**src/rtl/serial_tx_pkg.sv**
```systemverilog
// Shared definitions for the serial link: FSM state encoding and default
// frame constants used by both the transmitter and the receiver.
package serial_tx_pkg;

  // 3-bit state encoding, kept as plain constants so older tools can use it
  localparam logic [2:0] ST_IDLE   = 3'd0;
  localparam logic [2:0] ST_START  = 3'd1;
  localparam logic [2:0] ST_DATA   = 3'd2;
  localparam logic [2:0] ST_PARITY = 3'd3;
  localparam logic [2:0] ST_STOP   = 3'd4;

  // Default frame shape: 8 data bits, even parity, 16 clocks per bit
  localparam int DEF_DATA_W       = 8;
  localparam int DEF_CLKS_PER_BIT = 16;
  localparam int DEF_PARITY_EN    = 1;
  localparam int DEF_PARITY_ODD   = 0;

endpackage

```
**src/rtl/serial_tx_baud_gen.sv**
```systemverilog
// Bit-period timer: counts 0..CLKS_PER_BIT-1 while enabled and flags the
// last cycle of every bit period. Held at zero while disabled so each frame
// starts on a clean bit boundary.
module serial_tx_baud_gen #(
  parameter int CLKS_PER_BIT = 16
) (
  input  logic clk,
  input  logic reset,
  input  logic en,
  output logic tick
);

  localparam int            CW   = (CLKS_PER_BIT > 1) ? $clog2(CLKS_PER_BIT) : 1;
  localparam logic [CW-1:0] LAST = CW'(CLKS_PER_BIT - 1);

  logic [CW-1:0] cnt_q;
  logic [CW-1:0] cnt_d;

  assign tick = en && (cnt_q == LAST);

  // Next count: wrap on the bit boundary, clear whenever disabled
  always_comb begin
    cnt_d = '0;
    if (en && !tick) begin
      cnt_d = cnt_q + CW'(1);
    end
  end

  // Counter register, cleared asynchronously by reset
  always_ff @(posedge clk or negedge reset) begin
    if (!reset) begin
      cnt_q <= '0;
    end else begin
      cnt_q <= cnt_d;
    end
  end

endmodule

```
**src/rtl/serial_tx.sv**
```systemverilog
// UART-style serial transmitter. A word accepted on the valid/ready
// handshake is framed as start, DATA_W data bits (LSB first), optional
// parity and stop, each bit held for CLKS_PER_BIT clocks. txd is registered
// from the current state, so the line lags the FSM by one clock: the start
// bit appears one edge after the accept edge, and the stop bit naturally
// runs into the single idle cycle that separates back-to-back frames.
module serial_tx
  import serial_tx_pkg::*;
#(
  parameter int DATA_W       = DEF_DATA_W,
  parameter int CLKS_PER_BIT = DEF_CLKS_PER_BIT,
  parameter int PARITY_EN    = DEF_PARITY_EN,
  parameter int PARITY_ODD   = DEF_PARITY_ODD
) (
  input  logic              clk,
  input  logic              reset,
  input  logic              tx_valid,
  input  logic [DATA_W-1:0] tx_data,
  output logic              tx_ready,
  output logic              txd,
  output logic              busy,
  output logic              done
);

  localparam int            BW         = (DATA_W > 1) ? $clog2(DATA_W) : 1;
  localparam logic [BW-1:0] LAST_BIT   = BW'(DATA_W - 1);
  localparam logic          PAR_SEED   = (PARITY_ODD != 0);
  localparam logic [2:0]    AFTER_DATA = (PARITY_EN != 0) ? ST_PARITY : ST_STOP;

  logic [2:0]        state_q,    state_d;
  logic [BW-1:0]     bit_cnt_q,  bit_cnt_d;
  logic [DATA_W-1:0] shift_q,    shift_d;
  logic              parity_q,   parity_d;
  logic              tx_ready_q, tx_ready_d;
  logic              txd_q,      txd_d;
  logic              done_q,     done_d;
  logic              baud_en;
  logic              tick;

  assign baud_en = (state_q != ST_IDLE);

  serial_tx_baud_gen #(
    .CLKS_PER_BIT(CLKS_PER_BIT)
  ) u_baud_gen (
    .clk  (clk),
    .reset(reset),
    .en   (baud_en),
    .tick (tick)
  );

  // FSM next state, shift register, bit counter and handshake control
  always_comb begin
    state_d    = state_q;
    bit_cnt_d  = bit_cnt_q;
    shift_d    = shift_q;
    parity_d   = parity_q;
    tx_ready_d = tx_ready_q;
    done_d     = 1'b0;
    case (state_q)
      ST_IDLE: begin
        if (tx_valid && tx_ready_q) begin
          state_d    = ST_START;
          tx_ready_d = 1'b0;
          shift_d    = tx_data;
          // Parity is fixed at capture time, so later tx_data changes cannot leak in
          parity_d   = (^tx_data) ^ PAR_SEED;
          bit_cnt_d  = '0;
        end
      end
      ST_START: begin
        if (tick) begin
          state_d = ST_DATA;
        end
      end
      ST_DATA: begin
        if (tick) begin
          shift_d = shift_q >> 1;
          if (bit_cnt_q == LAST_BIT) begin
            bit_cnt_d = '0;
            state_d   = AFTER_DATA;
          end else begin
            bit_cnt_d = bit_cnt_q + BW'(1);
          end
        end
      end
      ST_PARITY: begin
        if (tick) begin
          state_d = ST_STOP;
        end
      end
      ST_STOP: begin
        if (tick) begin
          state_d    = ST_IDLE;
          tx_ready_d = 1'b1;
          done_d     = 1'b1;
        end
      end
      default: begin
        state_d    = ST_IDLE;
        tx_ready_d = 1'b1;
      end
    endcase
  end

  // Line level for the bit currently being sent
  always_comb begin
    txd_d = 1'b1;
    case (state_q)
      ST_START:  txd_d = 1'b0;
      ST_DATA:   txd_d = shift_q[0];
      ST_PARITY: txd_d = parity_q;
      default:   txd_d = 1'b1;
    endcase
  end

  // State and datapath registers; reset aborts any frame and idles the line
  always_ff @(posedge clk or negedge reset) begin
    if (!reset) begin
      state_q    <= ST_IDLE;
      bit_cnt_q  <= '0;
      shift_q    <= '0;
      parity_q   <= 1'b0;
      tx_ready_q <= 1'b1;
      txd_q      <= 1'b1;
      done_q     <= 1'b0;
    end else begin
      state_q    <= state_d;
      bit_cnt_q  <= bit_cnt_d;
      shift_q    <= shift_d;
      parity_q   <= parity_d;
      tx_ready_q <= tx_ready_d;
      txd_q      <= txd_d;
      done_q     <= done_d;
    end
  end

  assign tx_ready = tx_ready_q;
  assign busy     = ~tx_ready_q;
  assign txd      = txd_q;
  assign done     = done_q;

endmodule
```
**config.mk**
```make
export PLATFORM = sky130hd
export DESIGN_NAME = serial_tx
export DESIGN_NICKNAME = d
export VERILOG_FILES = /design/src/rtl/serial_tx_pkg.sv /design/src/rtl/serial_tx_baud_gen.sv /design/src/rtl/serial_tx.sv
export SDC_FILE = /design/constraint.sdc
export NUM_CORES = 1
export LEC_CHECK = 0
export ABC_AREA = 0
export CAP_MARGIN = 5
export CORE_ASPECT_RATIO = 1.4
export CORE_MARGIN = 3
export CORE_UTILIZATION = 35
export DETAILED_ROUTE_END_ITERATION = 8
export PLACE_DENSITY = 0.65
export SLEW_MARGIN = 20
export SYNTH_ARGS = -nofsm -noshare
export SYNTH_HDL_FRONTEND = slang
export SYNTH_SLANG_ARGS = --single-unit
```
**constraint.sdc**
```tcl
create_clock -name clk -period 1.6 [get_ports clk]
set_input_delay 0.24 -clock clk [delete_from_list [all_inputs] [get_ports clk]]
set_output_delay 0.24 -clock clk [all_outputs]
set_load 0.005 [all_outputs]
```
==> results of run 1 <==
stage by stage:
| step | std cells | hold WS, ns |
|---|---|---|
| after floorplan | 103 | -0.0556 |
| after global placement | 154 | 0.473 |
| after detailed placement | 154 | 0.479 |
| after CTS | 158 | 0.347 |
| after global routing | 159 | 0.361 |
| final | 159 | 0.339 |
Yosys cell counts:
library cell | count | area, um2
nor3b_1 | 1 | 7.51
o21ai_0 | 1 | 5.00
a22o_1 | 2 | 17.5
nand3_1 | 2 | 10.0
xor2_1 | 1 | 8.76
and3_2 | 1 | 7.51
nor3_1 | 4 | 20.0
ha_1 | 3 | 37.5
buf_6 | 2 | 22.5
a32o_1 | 1 | 10.0
nand2b_1 | 1 | 6.26
a21o_2 | 1 | 8.76
or3_1 | 1 | 6.26
nand2_1 | 4 | 15.0
a21o_1 | 2 | 15.0
clkbuf_1 | 3 | 11.3
a221oi_1 | 1 | 8.76
nand3_2 | 1 | 10.0
o22ai_1 | 8 | 50.1
nor2_1 | 6 | 22.5
xnor2_1 | 8 | 70.1
buf_2 | 1 | 5.00
a311oi_1 | 1 | 8.76
nor2b_1 | 1 | 6.26
inv_1 | 11 | 41.3
a22oi_1 | 1 | 7.51
dfrtp_1 | 20 | 500
or2_2 | 1 | 6.26
a21oi_1 | 8 | 40.0
a31oi_1 | 2 | 12.5
and2_4 | 1 | 8.76
dfstp_2 | 2 | 52.6
final cells by class:
| type | count | area (um2) | share of cell area [%] |
|---|---|---|---|
| Sequential cell | 22 | 556 | 41.4 |
| Multi-Input combinational cell | 64 | 445 | 33.2 |
| Timing Repair Buffer | 21 | 198 | 14.7 |
| Clock buffer | 4 | 55.1 | 4.10 |
| Tap cell | 37 | 46.3 | 3.45 |
| Inverter | 11 | 41.3 | 3.08 |
worst min-delay path by stage:
stage                                    start                  endpoint  slack [ns]  depth (start not counted)
final                                    reset    state_q[0]$_DFFE_PN0P_        0.34                          2
after detailed placement  parity_q$_DFFE_PN0P_      parity_q$_DFFE_PN0P_        0.48                          2
after floorplan                          reset  bit_cnt_q[0]$_DFFE_PN0P_       -0.06                          0
after CTS                                reset            done$_DFF_PN0_        0.35                          2
after global placement    parity_q$_DFFE_PN0P_      parity_q$_DFFE_PN0P_        0.47                          2
after global routing                     reset      parity_q$_DFFE_PN0P_        0.36                          2
sequential cells by signal, indices dropped and copies added, names as in the netlist:
register / cells
shift_q: 8
u_baud_gen.cnt_q: 4
bit_cnt_q: 3
state_q: 3
done: 1
parity_q: 1
tx_ready: 1
txd: 1
kinds of logic (layout without fill, tap and decap cells):
logic type,Yosys count,in the layout,synth area share [%]
AO/OA/AOI/OAI,28,28,17.4
flip-flops,22,22,52.2
buffers and inverters,17,36,7.56
AND/OR/NAND/NOR,24,24,11.9
adder cells (fa/ha/maj),3,3,3.54
XOR/XNOR,9,9,7.44
report_power, final:
group          internal [uW]  switching, uW
Combinational           43.8           32.8
Sequential               556              0
Clock                    218            159
Total                    818            191
metal layers:
metal / up-vias / wire length [um] / share of wire (%) / GRT usage (%)
met5: - / 0 / 0 / 0
met4: 0 / 12 / 0.60 / 3.41
met3: 2 / 92 / 4.6 / 1.89
met2: 17 / 1070 / 53 / 22.4
met1: 386 / 840 / 42 / 14.7
li1: 392 / - / - / -
timing repair:
item                                    in CTS  in global routing
gates resized for setup                      0                  5
endpoints found under the hold margin        0                  0
endpoints found under the setup margin       0                 13
hold buffers                                 0                  0
buffers inserted                             0                  1
==> impl_metrics.csv, run 1 <==
group,metric,value,unit
status,status,"completed",
sta,fmax,671,MHz
worst_setup_path,cp-start-kind,"flop",
power,leakage,0.000634,uW
sta,setup_slack,0.109,ns
worst_setup_path,critPathArrivalTime,1.25,ns
grt,antenna_found_initial,0,
worst_setup_path,critPathMaxFanout,1,
finish,final_common_cell,"dfrtp_1",
worst_setup_path,r2r-end,"shift_q[4]$_DFFE_PN0P_",
routing,routed_wl,2010,um
clock_network,cts_buffers,3,
finish,nets,137,
worst_setup_path,crit_start,"txd$_DFF_PN1_",
worst_setup_path,critical_path.top_delay_family,"flip-flops",
sta,period_share,93.2,%
synthesis,synth.distinct_cells,32,
worst_setup_path,path_cells,"clkdlybuf4s50_1",
floorplanning,die_y,71.1,um
clock_network,clk_pin_slew,0.07,ns
synthesis,synth_cells,103,
run,maxCapViolCount,0,
worst_setup_path,reg2reg_from,"u_baud_gen.cnt_q[0]$_DFF_PN0_",
power,finalPower,1010,uW
finish,area_delta_synth_final,26.6,%
placed_design,io_buffers,14,
floorplanning,rows,23,
sta,min_period,1.49,ns
synthesis,syn_avg_cell_area,10.3,um2
sta,worst_pin_slew,0.452,ns
sta,hold_viol_final,0,
floorplanning,core,0.00288,mm2
finish,postLayoutCoreUtil,46.6,%
routing,ant_nets,0,
finish,layout-drive-gt1-share,18.0,%
power,p_per_area,753,mW/mm2
worst_setup_path,rrSetupSlack,0.12,ns
worst_setup_path,endpoint_kind,"output port",
routing,first_iter_violations,7,
finish,nFillCells,306,
grt,grt_pass1_wl,3510,um
worst_setup_path,cp.depth,1,
hold_path,hold_class,"primary input to async pin",
sta,setup_tns,0,ns
finish,postLayoutCellArea,0.00134,mm2
placed_design,dpl_cell_area,0.00126,mm2
grt,grt.total_usage,12.4,%
floorplanning,die_area,0.00373,mm2
sta,clock_skew,0.00271,ns
worst_setup_path,slowest_delay,0.52,ns
placed_design,dp.final_hpwl,1600,um
worst_setup_path,rr_worst_depth,6,
synthesis,syn_nets,117,
worst_setup_path,cp-endpoint,"txd",
floorplanning,die_w,52.5,um
worst_setup_path,crit_buf_inv,1,
placed_design,dp_slack,0.0463,ns
routing,via_per_inst,5.01,
clock_network,clock-sinks,22,
sta,slew_headroom,69.6,%
synthesis,syn_area,0.00106,mm2
routing,vias,797,
sta,setup_violations,0,
grt,grt_max_degree,23,
finish,mostFrequentLayoutCells,"dfrtp_1, clkdlybuf4s50_1, inv_1",
worst_setup_path,worstPathRequired,1.36,ns
routing,drc,0,
routing,drt_pass1_iterations,4,
clock_network,cts_tree,"built",
finish,antenna_cells,0,
worst_setup_path,crit_type,"flop to output port",
floorplanning,start_util,36.8,%
floorplanning,ios,15,
clock_network,htreeDepth,1,
clock_network,clk_latency,0.25,ns
clock_network,cts_buffer_depth,2,
sta,rsz0062_at_grt,"no",
synthesis,ys_seq_area_share,52.2,%
grt,overflow,0,
synthesis,synth-seq-cells,22,
sta,final_max_slew_viol_count,0,
routing,wl_per_cell,12.6,um
worst_setup_path,critPathSlowestCell,"dfstp_2",
synthesis,yosysWarnings,0,
placed_design,gp_congestion,0.729,
power,irDropWorstVdd,577,uV
grt,grt_pass1_vias,785,
clock_network,cts_root_buf,"clkbuf_8",
Power figures use the tool's default switching activity.
==> run 2: changes to the inputs <==
--- a/config.mk
+++ b/config.mk
@@ -8,5 +8,5 @@
 export ABC_AREA = 0
 export CAP_MARGIN = 5
-export CORE_ASPECT_RATIO = 1.4
+export CORE_ASPECT_RATIO = 0.6
 export CORE_MARGIN = 3
 export CORE_UTILIZATION = 35
==> constraint.sdc (replaced) <==
create_clock -name clk -period 1.6 [get_ports clk]
set_input_delay 0.24 -clock clk [delete_from_list [all_inputs] [get_ports clk]]
set_output_delay 0.24 -clock clk [all_outputs]
set_load 0.05 [all_outputs]
==> run 2 against run 1 <==
Against the previous run:
- critical path depth is 4 higher
- first-iteration DRC count rose to 13 times the previous value
- wire length rose by 11%
- global-route usage grew 0.12 points
- clock power up 37%
- critical path type is now flop to flop
- largest cell class unchanged
- highest routed layer unchanged
==> impl_metrics.csv, run 2 (synthesis gave the netlist of run 1 again) <==
group,metric,value,unit
power,p_sw,214,uW
power,leakage,0.000648,uW
finish,postLayoutCoreUtil,51.5,%
power,power_frac_seq,48.4,%
sta,hold_viol_final,0,
placed_design,gp_congestion,0.912,
power,irDropWorstVdd,475,uV
grt,antenna_found_initial,0,
worst_setup_path,crit_type,"flop to flop",
clock_network,clk_pin_slew,0.08,ns
run,maxCapViolCount,0,
grt,grt_max_degree,23,
finish,largest_reg_flops,8,
worst_setup_path,cp-start-kind,"flop",
sta,setup_slack,0.0722,ns
worst_setup_path,rrSetupSlack,0.07,ns
sta,fmax,655,MHz
worst_setup_path,critPathArrivalTime,1.68,ns
finish,layout-drive-gt1-share,22.1,%
power,p_int,934,uW
finish,nets,137,
sta,worst_pin_slew,0.413,ns
worst_setup_path,critPathMaxFanout,11,
placed_design,dp.final_hpwl,1650,um
finish,mostFrequentLayoutCells,"dfrtp_1, inv_1, clkdlybuf4s50_1",
routing,vias,802,
floorplanning,start_util,39.5,%
grt,overflow,0,
routing,first_iter_violations,88,
grt,grt.total_usage,12.5,%
routing,drt_pass1_iterations,4,
routing,routed_wl,2230,um
floorplanning,ios,15,
finish,top_regs,"shift_q x8, u_baud_gen.cnt_q x4",
floorplanning,rows,14,
finish,regMostFlops,"shift_q",
grt,grt_pass1_vias,808,
clock_network,cts_buffers,3,
power,p_per_area,832,mW/mm2
floorplanning,die_area,0.00375,mm2
power,switching_share,18.6,%
clock_network,clk_latency,0.26,ns
sta,setup_violations,0,
sta,final_max_slew_viol_count,0,
sta,min_period,1.53,ns
finish,area_delta_synth_final,30.2,%
power,power_frac_clock,45.0,%
grt,grt_pass1_wl,3670,um
clock_network,cts_resized,0,
placed_design,dpl_cell_area,0.00129,mm2
clock_network,clock-sinks,22,
finish,postLayoutCellArea,0.00138,mm2
worst_setup_path,endpoint_kind,"flop",
worst_setup_path,worstPathRequired,1.76,ns
finish,antenna_cells,0,
power,power_frac_comb,6.6,%
floorplanning,die_w,77.0,um
placed_design,dp_slack,-0.00582,ns
floorplanning,die_y,48.6,um
finish,final_common_cell,"dfrtp_1",
routing,ant_nets,0,
clock_network,post-cts-setup-buffers,0,
routing,wl_per_cell,13.8,um
clock_network,cts_tree,"built",
routing,drc,0,
floorplanning,core,0.00268,mm2
sta,slew_headroom,72.3,%
hold_path,hold_class,"primary input to async pin",
clock_network,cts_root_buf,"clkbuf_8",
placed_design,io_buffers,14,
status,status,"completed",
routing,via_per_inst,4.95,
clock_network,cts_buffer_depth,2,
finish,nFillCells,244,
clock_network,htreeDepth,1,
sta,period_share,95.5,%
clock_network,ctsHoldBuffers,0,
sta,clock_skew,0.00515,ns
==> run 2: cell count changes in the layout (fill, tap and decap cells not counted), sizes merged <==
cell and delta:
bufinv +1, clkbuf -1, dlymetal6s2s -2, buf +4, clkdlybuf4s50 -2
==> run 2: path summary, 6_finish.rpt <==
kind                                             to                          start  cells after the start
max                        bit_cnt_q[1]$_DFFE_PN0P_  u_baud_gen.cnt_q[1]$_DFF_PN0_                      5
max in group asynchronous      tx_ready$_DFFE_PN1P_                          reset                      2
min in group clk           bit_cnt_q[1]$_DFFE_PN0P_       bit_cnt_q[1]$_DFFE_PN0P_                      1
min                          shift_q[7]$_DFFE_PN0P_                          reset                      2
max reg2reg                bit_cnt_q[1]$_DFFE_PN0P_  u_baud_gen.cnt_q[1]$_DFF_PN0_                      5
min reg2reg                bit_cnt_q[1]$_DFFE_PN0P_       bit_cnt_q[1]$_DFFE_PN0P_                      1
==> run 2: per-layer routing <==
metal	vias up	track usage [%]	part of all wire [%]
met5	-	0	0
met4	0	4.14	1.7
met1	383	17.3	48
met3	4	4.44	5.4
met2	24	18.1	45
li1	391	-	-
==> run 2: power groups by stage <==
| stage | clock [uW] | combinational [uW] | sequential (uW) |
|---|---|---|---|
| 4_1_cts | 525 | 76.9 | 556 |
| 5_1_grt | 554 | 82.8 | 556 |
| 3_3_place_gp | 0 | 75.4 | 567 |
| 6_report | 517 | 75.7 | 556 |
| 2_1_floorplan | 0 | 30.9 | 567 |
| 3_5_place_dp | 0 | 76.6 | 567 |
==> run 2: through the flow <==
stage / setup TNS, ns / hold WS [ns] / power [uW] / instances
4_1_cts: 0 / 0.330 / 1160 / 162
3_3_place_gp: 0 / 0.478 / 642 / 158
2_1_floorplan: -0.121 / -0.0556 / 598 / 103
6_report: 0 / 0.319 / 1150 / 162
5_1_grt: -0.00308 / 0.337 / 1190 / 162
3_5_place_dp: -0.0120 / 0.483 / 643 / 158
==> run 2: critical path, cell delays in order, from the launching register on <==
cell     delay [ns]
dfrtp_1        0.41
ha_4           0.17
nand3_2        0.09
or3_4          0.34
and2_4         0.19
a32o_1         0.20
==> run 2: final cells by class <==
class,instances,area [um2],area share [%]
sequential,22,554,40.2
multi-input combinational,64,455,33.0
timing repair buffer,21,208,15.0
tap,40,50.0,3.63
clock buffer,3,41.3,2.99
inverter,11,41.3,2.99
clock inverter,1,30.0,2.18
